## src/rtl/risc_cpu_sequencer.sv

```systemverilog
// Instruction-cycle controller for the 8-bit accumulator RISC CPU: 8-phase fetch/execute
// sequencer with memory-ready stalls and a sticky stall timeout. Optional macro SEQ_SINGLE_STEP_EN.
module risc_cpu_sequencer #(
  parameter int NUM_PHASES = 8,
  parameter int WAIT_LIMIT = 15
) (
  input  logic       clk,
  input  logic       reset,
  input  logic       enable,
  input  logic [2:0] opcode,
  input  logic       zero,
  input  logic       mem_ready,
`ifdef SEQ_SINGLE_STEP_EN
  input  logic       step,
`endif
  output logic       sel,
  output logic       rd,
  output logic       wr,
  output logic       ld_ir,
  output logic       ld_ac,
  output logic       inc_pc,
  output logic       ld_pc,
  output logic       data_e,
  output logic       halt,
  output logic [2:0] phase,
  output logic       err_timeout
);

  typedef enum logic [2:0] {
    P_INST_ADDR  = 3'd0,
    P_INST_FETCH = 3'd1,
    P_INST_LOAD  = 3'd2,
    P_IDLE       = 3'd3,
    P_OP_ADDR    = 3'd4,
    P_OP_FETCH   = 3'd5,
    P_ALU_OP     = 3'd6,
    P_STORE      = 3'd7
  } phase_e;

  localparam logic [2:0] LAST_PHASE = 3'(NUM_PHASES - 1);
  localparam logic [3:0] WAIT_MAX   = 4'(WAIT_LIMIT);

  localparam logic [2:0] OP_HLT = 3'd0;
  localparam logic [2:0] OP_SKZ = 3'd1;
  localparam logic [2:0] OP_ADD = 3'd2;
  localparam logic [2:0] OP_AND = 3'd3;
  localparam logic [2:0] OP_XOR = 3'd4;
  localparam logic [2:0] OP_LDA = 3'd5;
  localparam logic [2:0] OP_STO = 3'd6;
  localparam logic [2:0] OP_JMP = 3'd7;

  phase_e     phase_q, phase_d;
  logic       halted_q, halted_d;
  logic [3:0] stall_cnt_q, stall_cnt_d;
  logic       err_timeout_q, err_timeout_d;

  logic alu_op, is_sto, mem_phase, advance, step_go;

  assign alu_op = (opcode == OP_ADD) || (opcode == OP_AND) ||
                  (opcode == OP_XOR) || (opcode == OP_LDA);
  assign is_sto = (opcode == OP_STO);

  // Only phases that actually touch memory may stall on mem_ready.
  assign mem_phase = (phase_q == P_INST_FETCH) ||
                     ((phase_q == P_OP_FETCH) && alu_op) ||
                     ((phase_q == P_STORE) && is_sto);

`ifdef SEQ_SINGLE_STEP_EN
  logic step_q, step_d;
  logic step_pending_q, step_pending_d;

  assign step_go = step_pending_q;

  always_comb begin
    step_d         = step;
    step_pending_d = step_pending_q | (step & ~step_q);
    if ((phase_q == P_INST_ADDR) && advance) step_pending_d = 1'b0;
  end

  always_ff @(posedge clk or posedge reset) begin
    if (reset) begin
      step_q         <= 1'b0;
      step_pending_q <= 1'b0;
    end else begin
      step_q         <= step_d;
      step_pending_q <= step_pending_d;
    end
  end
`else
  assign step_go = 1'b0;
`endif

  always_comb begin
    phase_d       = phase_q;
    halted_d      = halted_q;
    stall_cnt_d   = stall_cnt_q;
    err_timeout_d = err_timeout_q;
    advance       = 1'b0;
    if (!halted_q) begin
      if (phase_q == P_INST_ADDR) begin
        advance = enable | step_go;
      end else if ((phase_q == P_OP_ADDR) && (opcode == OP_HLT)) begin
        halted_d = 1'b1;
      end else if (mem_phase && !mem_ready) begin
        stall_cnt_d = (&stall_cnt_q) ? stall_cnt_q : stall_cnt_q + 4'd1;
        if (stall_cnt_d == WAIT_MAX) err_timeout_d = 1'b1;
      end else begin
        advance = 1'b1;
      end
      if (advance) begin
        phase_d     = (phase_q == LAST_PHASE) ? P_INST_ADDR : phase_e'(phase_q + 3'd1);
        stall_cnt_d = 4'd0;
      end
    end
  end

  always_ff @(posedge clk or posedge reset) begin
    if (reset) begin
      phase_q       <= P_INST_ADDR;
      halted_q      <= 1'b0;
      stall_cnt_q   <= 4'd0;
      err_timeout_q <= 1'b0;
    end else begin
      phase_q       <= phase_d;
      halted_q      <= halted_d;
      stall_cnt_q   <= stall_cnt_d;
      err_timeout_q <= err_timeout_d;
    end
  end

  always_comb begin
    sel    = 1'b0;
    rd     = 1'b0;
    wr     = 1'b0;
    ld_ir  = 1'b0;
    ld_ac  = 1'b0;
    inc_pc = 1'b0;
    ld_pc  = 1'b0;
    data_e = 1'b0;
    halt   = 1'b0;
    if (halted_q) begin
      halt = 1'b1;
    end else begin
      case (phase_q)
        P_INST_ADDR:  sel = 1'b1;
        P_INST_FETCH: begin sel = 1'b1; rd = 1'b1; end
        P_INST_LOAD, P_IDLE: begin sel = 1'b1; rd = 1'b1; ld_ir = 1'b1; end
        P_OP_ADDR: begin
          inc_pc = 1'b1;
          halt   = (opcode == OP_HLT);
        end
        P_OP_FETCH: rd = alu_op;
        P_ALU_OP: begin
          rd     = alu_op;
          data_e = is_sto;
        end
        P_STORE: begin
          rd     = alu_op;
          ld_ac  = alu_op;
          inc_pc = (opcode == OP_SKZ) && zero;
          ld_pc  = (opcode == OP_JMP);
          wr     = is_sto;
          data_e = is_sto;
        end
        default: sel = 1'b1;
      endcase
    end
  end

  assign phase       = phase_q;
  assign err_timeout = err_timeout_q;

endmodule

```

## config.mk

```make
export PLATFORM = sky130hd
export DESIGN_NAME = risc_cpu_sequencer
export DESIGN_NICKNAME = d
export VERILOG_FILES = /design/src/rtl/risc_cpu_sequencer.sv
export SDC_FILE = /design/constraint.sdc
export NUM_CORES = 1
export LEC_CHECK = 0
export ABC_AREA = 1
export CORE_MARGIN = 2
export CORE_UTILIZATION = 40
export CTS_BUF_LIST = sky130_fd_sc_hd__clkbuf_8
export CTS_CLUSTER_DIAMETER = 40
export DETAILED_ROUTE_END_ITERATION = 16
export PLACE_DENSITY = 0.78
export SYNTH_ARGS = -nofsm -noshare
export SYNTH_HDL_FRONTEND = slang
export SYNTH_SLANG_ARGS = --single-unit
```

## constraint.sdc

```tcl
create_clock -name clk -period 1.86 [get_ports clk]
set_clock_uncertainty 0.05 [all_clocks]
set_input_delay 0.186 -clock clk [delete_from_list [all_inputs] [get_ports clk]]
set_output_delay 0.186 -clock clk [all_outputs]
set_load 0.05 [all_outputs]
```

# --- Yosys cells after proc, flatten, opt, wreduce, memory -nomap -nowiden ---
# Cells that the tools add are included.
word_totals:
  output_inout_bits: 13
  in_bits: 8
  ff_bits: 9
  elab_cells: 80
op_classes:
  mux: 31
  reduce_logical: 23
  bitwise: 3
  n_eq_ne: 17
  add_sub_neg: 2
ops:
  columns: ["operator", "n"]
  rows:
  - ["$eq A3 B3 Y1 const B", 8]
  - ["$mux W1", 23]
  - ["$mux W4", 5]
  - ["$eq A3 B2 Y1 const B", 4]
  - ["$reduce_and A4 Y1", 2]
  - ["$eq A3 B1 Y1 const B", 2]
  - ["$logic_not A3 Y1", 2]
  - ["$reduce_or A3 Y1", 2]
  - ["$logic_and A1 B1 Y1", 5]
  - ["$logic_or A1 B1 Y1", 5]
  - ["$reduce_and A5 Y1", 1]
  - ["$add A4 B1 Y4 const B", 1]
  - ["$eq A4 B4 Y1 const B", 1]
  - ["$ne A2 B1 Y1 const B", 2]
  - ["$pmux W1 S2", 2]
  - ["$reduce_or A2 Y1", 2]
  - ["$reduce_or A4 Y1", 1]
  - ["$add A3 B1 Y3 const B", 1]
  - ["$mux W3", 1]
  - ["$not A1 Y1", 3]
  - ["$reduce_and A2 Y1", 1]
  - ["$reduce_bool A2 Y1", 1]
  - ["$logic_not A1 Y1", 1]

# --- Logic depth before layout (Yosys ltp) ---
# Gate-level depths: netlist (run 1).
logic_depth:
  word_depth: 14
  ltp_mapped: 10
  mapped_depth_nobuf: 10

# --- Worst setup path before layout (run 1) ---
# No wires, ideal clock.
synth_timing:
  path_kind: "register -> output"
  start: "register phase_q[0] (netlist: phase[0])"
  end: "output port ld_pc"
  path_slack_ns: -0.669
  n_path_buf: 0
  stages_incl_launch_ff: 5
  required_ns: 1.624
  arrival_time_ns: 2.293
  cell_sequence: "dfrtp_1 ha_1 ha_1 nand2_1 nor3_1"
synth_between:
  elab_chain_len: 3
synth_rtl:
  columns: ["element", "line", "rtl"]
  rows:
  - ["start: declaration", "52", "phase_e phase_q, phase_d;"]
  - ["start signal: assignment", "124", "phase_q <= phase_d;"]
  - ["$eq A3 B3 Y1", "144", "case (phase_q)"]
  - ["$mux W1", "144", null]
  - ["$mux W1", "141", "if (halted_q) begin"]
  - ["end: declaration", "22", "output logic ld_pc,"]
# No other way between the ends.

# --- Worst setup path after layout (run 1) ---
layout_timing:
  start: "register phase_q[1] (netlist: phase[1])"
  end: "output port halt"
layout_between:
  elab_chain_len: 3
layout_rtl:
  columns: ["element", "line", "rtl"]
  rows:
  - ["$eq A3 B3 Y1", "144", null]
  - ["$mux W1", "144", null]
  - ["$mux W1", "141", null]
  - ["end: declaration", "24", "output logic halt,"]
# No other way between the ends.

==> results of run 1 <==
==> logic make-up after synthesis <==
family / Yosys count / synth area share [%]
AOI/OAI and AO/OA: 11 / 8.36
DFF: 9 / 29.5
xor gates and xnor gates: 2 / 2.30
buffers and inverters: 15 / 8.03
and+or+nand+nor: 59 / 40.3
adders and majority gates: 7 / 11.5
==> stage by stage <==
step | setup TNS (ns) | utilization (%) | cells | hold slack (ns)
2_1_floorplan | 0 | - | 103 | -0.0362
3_3_place_gp | 0 | 62.0 | 149 | 0.407
3_5_place_dp | 0 | 62.0 | 149 | 0.418
4_1_cts | 0 | 65.8 | 154 | 0.165
5_1_grt | -0.0929 | 69.0 | 155 | 0.201
6_report | 0 | 69.0 | 155 | 0.161
==> layout by cell type (no fill, tap or decap), types with 4 or more instances in the layout <==
cell                              count
sky130_fd_sc_hd__nand2_1             22
sky130_fd_sc_hd__inv_1               11
sky130_fd_sc_hd__clkdlybuf4s50_1     10
sky130_fd_sc_hd__nand3_1              9
sky130_fd_sc_hd__nand2_2              7
sky130_fd_sc_hd__nand4_1              6
sky130_fd_sc_hd__dfrtp_1              6
sky130_fd_sc_hd__buf_12               6
sky130_fd_sc_hd__buf_4                6
sky130_fd_sc_hd__a21oi_2              4
==> path summary, 6_finish.rpt <==
path,endpoint,slack (ns),cells after the start
worst max-delay path,halt,0.02,7
worst min-delay path,err_timeout$_DFFE_PP0P_,0.16,2
worst max register to register,stall_cnt_q[1]$_DFFE_PP0P_,0.14,9
worst min register to register,err_timeout$_DFFE_PP0P_,0.45,1
max in group asynchronous,phase[2]$_DFFE_PP0P_,1.32,2
min in group clk,err_timeout$_DFFE_PP0P_,0.45,1
==> flip-flops by register name (all words and copies together) (netlist names) <==
| name | cells |
|---|---|
| err_timeout | 1 |
| halted_q | 1 |
| phase | 3 |
| stall_cnt_q | 4 |
==> per-layer routing <==
metal  GRT usage, %  vias up  part of all wire [%]
met5              0        -                     0
met4           11.9        0                   2.6
met3           5.66        6                   7.9
met2           30.7       45                    49
met1           28.6      376                    41
li1               -      395                     -
==> cell type report <==
cell class | count | share of cell area, %
Sequential cell | 9 | 18.8
Timing Repair Buffer | 23 | 22.7
Clock inverter | 1 | 0.411
Inverter | 15 | 5.04
Clock buffer | 3 | 3.39
Tap cell | 25 | 2.57
Multi-Input combinational cell | 79 | 47.1
==> power by group <==
| part | switching [uW] | total, uW | leakage (uW) | internal, uW |
|---|---|---|---|---|
| Sequential | 0 | 196 | 0.000116 | 196 |
| Clock | 82.4 | 229 | 0.0000255 | 146 |
| Combinational | 21.4 | 39.9 | 0.000439 | 18.6 |
==> timing repair <==
action	in CTS	in global routing
hold buffers	0	0
gates cloned	0	0
buffers inserted	1	1
pin swaps	0	3
setup endpoints to repair	3	12
gates resized for setup	4	13
==> flow_metrics.env, run 1 <==
export IMPL_synth_ff_latch_count=9
export IMPL_outcome="complete, no violations"
export IMPL_routedWlPerCell_um=14.0
export IMPL_floorplan_die_height_um=47.7
export IMPL_clk_path_buf_depth=2
export IMPL_max_cap_violations=0
export IMPL_design_area_sq_um=1220
export IMPL_die_w_um=47.7
export IMPL_synth_cell_types=24
export IMPL_via_count_of_the_first_global_routing_pass=748
export IMPL_sequential_cell_area_sq_um=229
export IMPL_timing_critical_path_slowest_stage_cell="sky130_fd_sc_hd__dfrtp_2"
export IMPL_worst_endpoint_required_ns=1.62
export IMPL_cp_top_family="simple AND/OR/NAND/NOR gates"
export IMPL_pwr_density_cell_nw_per_um2=382
export IMPL_floorplan_die_area_sq_um=2270
export IMPL_globalplace_congestion=0.826
export IMPL_grt_antenna_before_repair=0
export IMPL_detail_route_antenna_nets=0
export IMPL_drt_pass1_iterations=4
export IMPL_fillCellCount=147
export IMPL_setup_worst_path_start_class="register"
export IMPL_dp_final_hpwl_mm=1.54
export IMPL_synthToLayoutAreaGrowth_pct=59.5
export IMPL_worst_skew_pair_late_latency_ns=0.24
export IMPL_numCtsBuffers=3
export IMPL_slew_viol_final=0
export IMPL_post_synth_cell_area_avg_sq_um=7.41
export IMPL_worst_r2r_startpoint="phase[1]$_DFFE_PP0P_"
export IMPL_timing_critical_path_slowest_cell_delay_ns=0.45
export IMPL_worstPathCellList="inv_1 > ha_2 > nand2_1 > nor2_2 > nand2_2 > nand2_2 > buf_12"
export IMPL_placedInstanceArea_sq_um=1090
export IMPL_ctsHtreeMaxLevel=1
export IMPL_worst_ir_drop_vdd_mv=0.376
export IMPL_path_max_fanout=5
export IMPL_critical_path_startpoint="phase[1]$_DFFE_PP0P_"
export IMPL_route_detailed_vias_per_inst=5.30
export IMPL_yosys_area_top_type="sky130_fd_sc_hd__dfrtp_1"
export IMPL_synthFlopType="sky130_fd_sc_hd__dfrtp_1"
export IMPL_finalNetCount=146
export IMPL_cts_reportedPaths_clkPinSlew_ns=0.05
export IMPL_number_of_synthesized_flops_with_an_enable_pin=0
export IMPL_max_freq_mhz=542
export IMPL_finalWorstSetupSlack_ns=0.0157
export IMPL_total_area_of_multi_input_combinational_cells_sq_um=573
export IMPL_fp_coreArea_sq_um=1760
export IMPL_grt_start_max_net_pins=11
export IMPL_yosysWarningCount=0
export IMPL_cp_data_arrival_time_ns=1.61
export IMPL_yosys_top_cells_area="sky130_fd_sc_hd__dfrtp_1, sky130_fd_sc_hd__nand2_1, sky130_fd_sc_hd__ha_1"
export IMPL_total_global_routing_track_utilization_pct=21.3
export IMPL_synthesis_area_sq_um=763
export IMPL_numClockSinks=9
export IMPL_p_leak_uw=0.000580
export IMPL_design_portCount=21
export IMPL_number_of_drc_markers_after_the_initial_detailed_route_iteration=34
export IMPL_num_antenna_cells=0
export IMPL_min_delay_path_class="input pin to async pin"
export IMPL_cp_buffers_inverters=2
export IMPL_critical_path_endpoint_type="output pin"
export IMPL_floorplan_rows=15
export IMPL_worstMarginPinSlew_ns=0.503
export IMPL_yosysSeqAreaShare_pct=29.5
export IMPL_ys_async_sr_fraction_pct=100
export IMPL_globalRouteOverflowTotal=0
export IMPL_syn_inst=103
export IMPL_most_instantiated_library_cell_after_synthesis="sky130_fd_sc_hd__nand2_1"
export IMPL_num_vias=822
export IMPL_yosys_area_top_type_share_pct=29.5
export IMPL_top_cells_by_instance_count_after_synthesis="sky130_fd_sc_hd__nand2_1, sky130_fd_sc_hd__inv_1, sky130_fd_sc_hd__dfrtp_1, sky130_fd_sc_hd__nand3_1, sky130_fd_sc_hd__ha_1"
export IMPL_preCtsSetupSlack_ns=0.0904
export IMPL_initial_core_util_pct=43.3
export IMPL_route_detailed_drc=0
export IMPL_layout_drive_gt1_share_pct=40.0
export IMPL_tritoncts="done"
export IMPL_hold_viol_final=0
export IMPL_drt_wl_total_mm=2.17
export IMPL_post_route_clock_period_utilization_pct=99.2
export IMPL_cts_root_buf="sky130_fd_sc_hd__clkbuf_8"
export IMPL_critical_path_top_cell_by_count="sky130_fd_sc_hd__nand2_2"
export IMPL_setup_viol=0
export IMPL_rsz_0062_raised_after_global_routing="true"
export IMPL_criticalPathCategory="register to output pin"
export IMPL_max_slew_margin_pct=66.4
export IMPL_io_buffer_count=20
export IMPL_grt_pass1_wl_mm=3.34
export IMPL_post_layout_total_power_uw=465
export IMPL_period_minus_slack_ns=1.84
export IMPL_synth_nets=118
No activity file was read; power rests on OpenSTA's default activity.
==> inputs of run 2 (changes only) <==
Settings changed: RECOVER_POWER set to 100.
==> flow_metrics.env, run 2 (synthesis gave the netlist of run 1 again) <==
export IMPL_num_vias=822
export IMPL_top_register="stall_cnt_q"
export IMPL_worst_skew_pair_late_latency_ns=0.24
export IMPL_cts_reportedPaths_clkPinSlew_ns=0.05
export IMPL_pwr_density_cell_nw_per_um2=382
export IMPL_critical_path_top_cell_by_count="sky130_fd_sc_hd__nand2_2"
export IMPL_route_detailed_drc=0
export IMPL_route_detailed_vias_per_inst=5.30
export IMPL_grt_start_max_net_pins=11
export IMPL_fin_hold_ws_ns=0.298
export IMPL_worstPathCellList="inv_1 > ha_2 > nand2_1 > nor2_2 > nand2_2 > nand2_2 > buf_12"
export IMPL_cp_data_arrival_time_ns=1.61
export IMPL_num_antenna_cells=0
export IMPL_cts_root_buf="sky130_fd_sc_hd__clkbuf_8"
export IMPL_design_area_sq_um=1220
export IMPL_detail_route_antenna_nets=0
export IMPL_setup_viol=0
export IMPL_layout_drive_gt1_share_pct=40.0
export IMPL_max_freq_mhz=542
export IMPL_worstMarginPinSlew_ns=0.503
export IMPL_largest_register_ffs=4
export IMPL_groute_layer_met2_usage_pct=30.7
export IMPL_busiest_layer="met2"
export IMPL_crit_end="halt"
export IMPL_r2r_setup_slack_ns=0.14
export IMPL_design_portCount=21
export IMPL_max_cap_violations=0
export IMPL_dp_final_hpwl_mm=1.54
export IMPL_floorplan_die_area_sq_um=2270
export IMPL_post_route_clock_period_utilization_pct=99.2
export IMPL_outcome="complete, no violations"
export IMPL_hold_viol_final=0
export IMPL_timing_critical_path_slowest_cell_delay_ns=0.45
export IMPL_grt_pass1_wl_mm=3.34
export IMPL_via_count_of_the_first_global_routing_pass=748
export IMPL_initial_core_util_pct=43.3
export IMPL_p_leak_uw=0.000580
export IMPL_globalRouteOverflowTotal=0
export IMPL_final_common_cell="sky130_fd_sc_hd__nand2_1"
export IMPL_min_delay_path_class="input pin to async pin"
export IMPL_max_slew_margin_pct=66.4
export IMPL_tritoncts="done"
export IMPL_clk_path_buf_depth=2
export IMPL_most_used_cells_in_the_layout_excluding_fill_and_tap_cells="sky130_fd_sc_hd__nand2_1, sky130_fd_sc_hd__inv_1, sky130_fd_sc_hd__nand3_1, sky130_fd_sc_hd__clkdlybuf4s50_1, sky130_fd_sc_hd__nand2_2"
export IMPL_setup_tns_ns=0
export IMPL_globalplace_congestion=0.826
export IMPL_critical_path_endpoint_type="output pin"
export IMPL_slew_viol_final=0
export IMPL_drt_wl_total_mm=2.17
export IMPL_floorplan_rows=15
export IMPL_critical_path_startpoint="phase[1]$_DFFE_PP0P_"
export IMPL_fillCellCount=147
export IMPL_die_w_um=47.7
export IMPL_number_of_drc_markers_after_the_initial_detailed_route_iteration=34
export IMPL_period_minus_slack_ns=1.84
export IMPL_numClockSinks=9
export IMPL_placedInstanceArea_sq_um=1090
export IMPL_total_global_routing_track_utilization_pct=21.3
export IMPL_use_met1_pct=28.6
export IMPL_criticalPathCategory="register to output pin"
export IMPL_hold_buffers=0
export IMPL_ctsHtreeMaxLevel=1
export IMPL_ff2ff_path_depth=9
export IMPL_fp_coreArea_sq_um=1760
export IMPL_grt_antenna_before_repair=0
export IMPL_routedWlPerCell_um=14.0
export IMPL_drt_pass1_iterations=4
export IMPL_floorplan_die_height_um=47.7
export IMPL_setup_worst_path_start_class="register"
export IMPL_numCtsBuffers=3
export IMPL_gr_usage_met3_pct=5.66
export IMPL_io_buffer_count=20
export IMPL_worst_endpoint_required_ns=1.62
export IMPL_worst_ir_drop_vdd_mv=0.376
export IMPL_path_max_fanout=5
export IMPL_crit_reg2reg_capture="stall_cnt_q[1]$_DFFE_PP0P_"
export IMPL_finalNetCount=146
export IMPL_synthToLayoutAreaGrowth_pct=59.5
export IMPL_worst_r2r_startpoint="phase[1]$_DFFE_PP0P_"
export IMPL_rsz_0062_raised_after_global_routing="true"
export IMPL_timing_critical_path_slowest_stage_cell="sky130_fd_sc_hd__dfrtp_2"
-- run 2: power by group --
| group | internal (uW) | total, uW | switching [uW] |
|---|---|---|---|
| Clock | 146 | 229 | 82.4 |
| Combinational | 18.1 | 39.5 | 21.4 |
| Sequential | 196 | 196 | 0 |
-- run 2: worst min path at each step --
stage / end / slack, ns / cells after the start
2_1_floorplan: err_timeout$_DFFE_PP0P_ / -0.04 / 1
3_5_place_dp: phase[2]$_DFFE_PP0P_ / 0.42 / 2
4_1_cts: phase[2]$_DFFE_PP0P_ / 0.16 / 2
3_3_place_gp: phase[2]$_DFFE_PP0P_ / 0.41 / 2
5_1_grt: err_timeout$_DFFE_PP0P_ / 0.34 / 2
6_report: err_timeout$_DFFE_PP0P_ / 0.30 / 2
-- run 2: repair_timing --
item                                   CTS  global route
buffers inserted                         1             1
pin swaps                                0             3
setup endpoints to repair                3            12
resized for setup                        4            13
endpoints found under the hold margin    0             0
-- run 2: final cells by class --
class	count	area (sq um)	share of cell area, %
Multi-Input combinational cell	79	573	47.1
Sequential cell	9	229	18.8
Timing Repair Buffer	23	277	22.7
Clock buffer	3	41.3	3.39
Inverter	15	61.3	5.04
Tap cell	25	31.3	2.57
Clock inverter	1	5.00	0.411
-- run 2: routing by layer --
layer / wire length, um / up-vias
met5: 0 / -
li1: - / 395
met4: 57 / 0
met2: 1060 / 45
met1: 881 / 376
met3: 171 / 6
-- run 2: critical path: cells and delay by family (launching register included) --
| family | cells | cell delay, ns |
|---|---|---|
| flip-flops | 1 | 0.45 |
| buffers and inverters | 2 | 0.24 |
| adder cells (fa/ha/maj) | 1 | 0.20 |
| AND/OR/NAND/NOR | 4 | 0.47 |
-- run 2: per-stage QoR --
step                      std cells  utilization [%]  worst slack, ns  power (uW)
after floorplan                 103                -          0.00373         217
after global placement          149             62.0            0.179         238
after detailed placement        149             62.0           0.0904         239
after CTS                       154             65.8          0.00160         464
after global routing            155             69.0          -0.0481         483
final                           155             69.0           0.0157         465
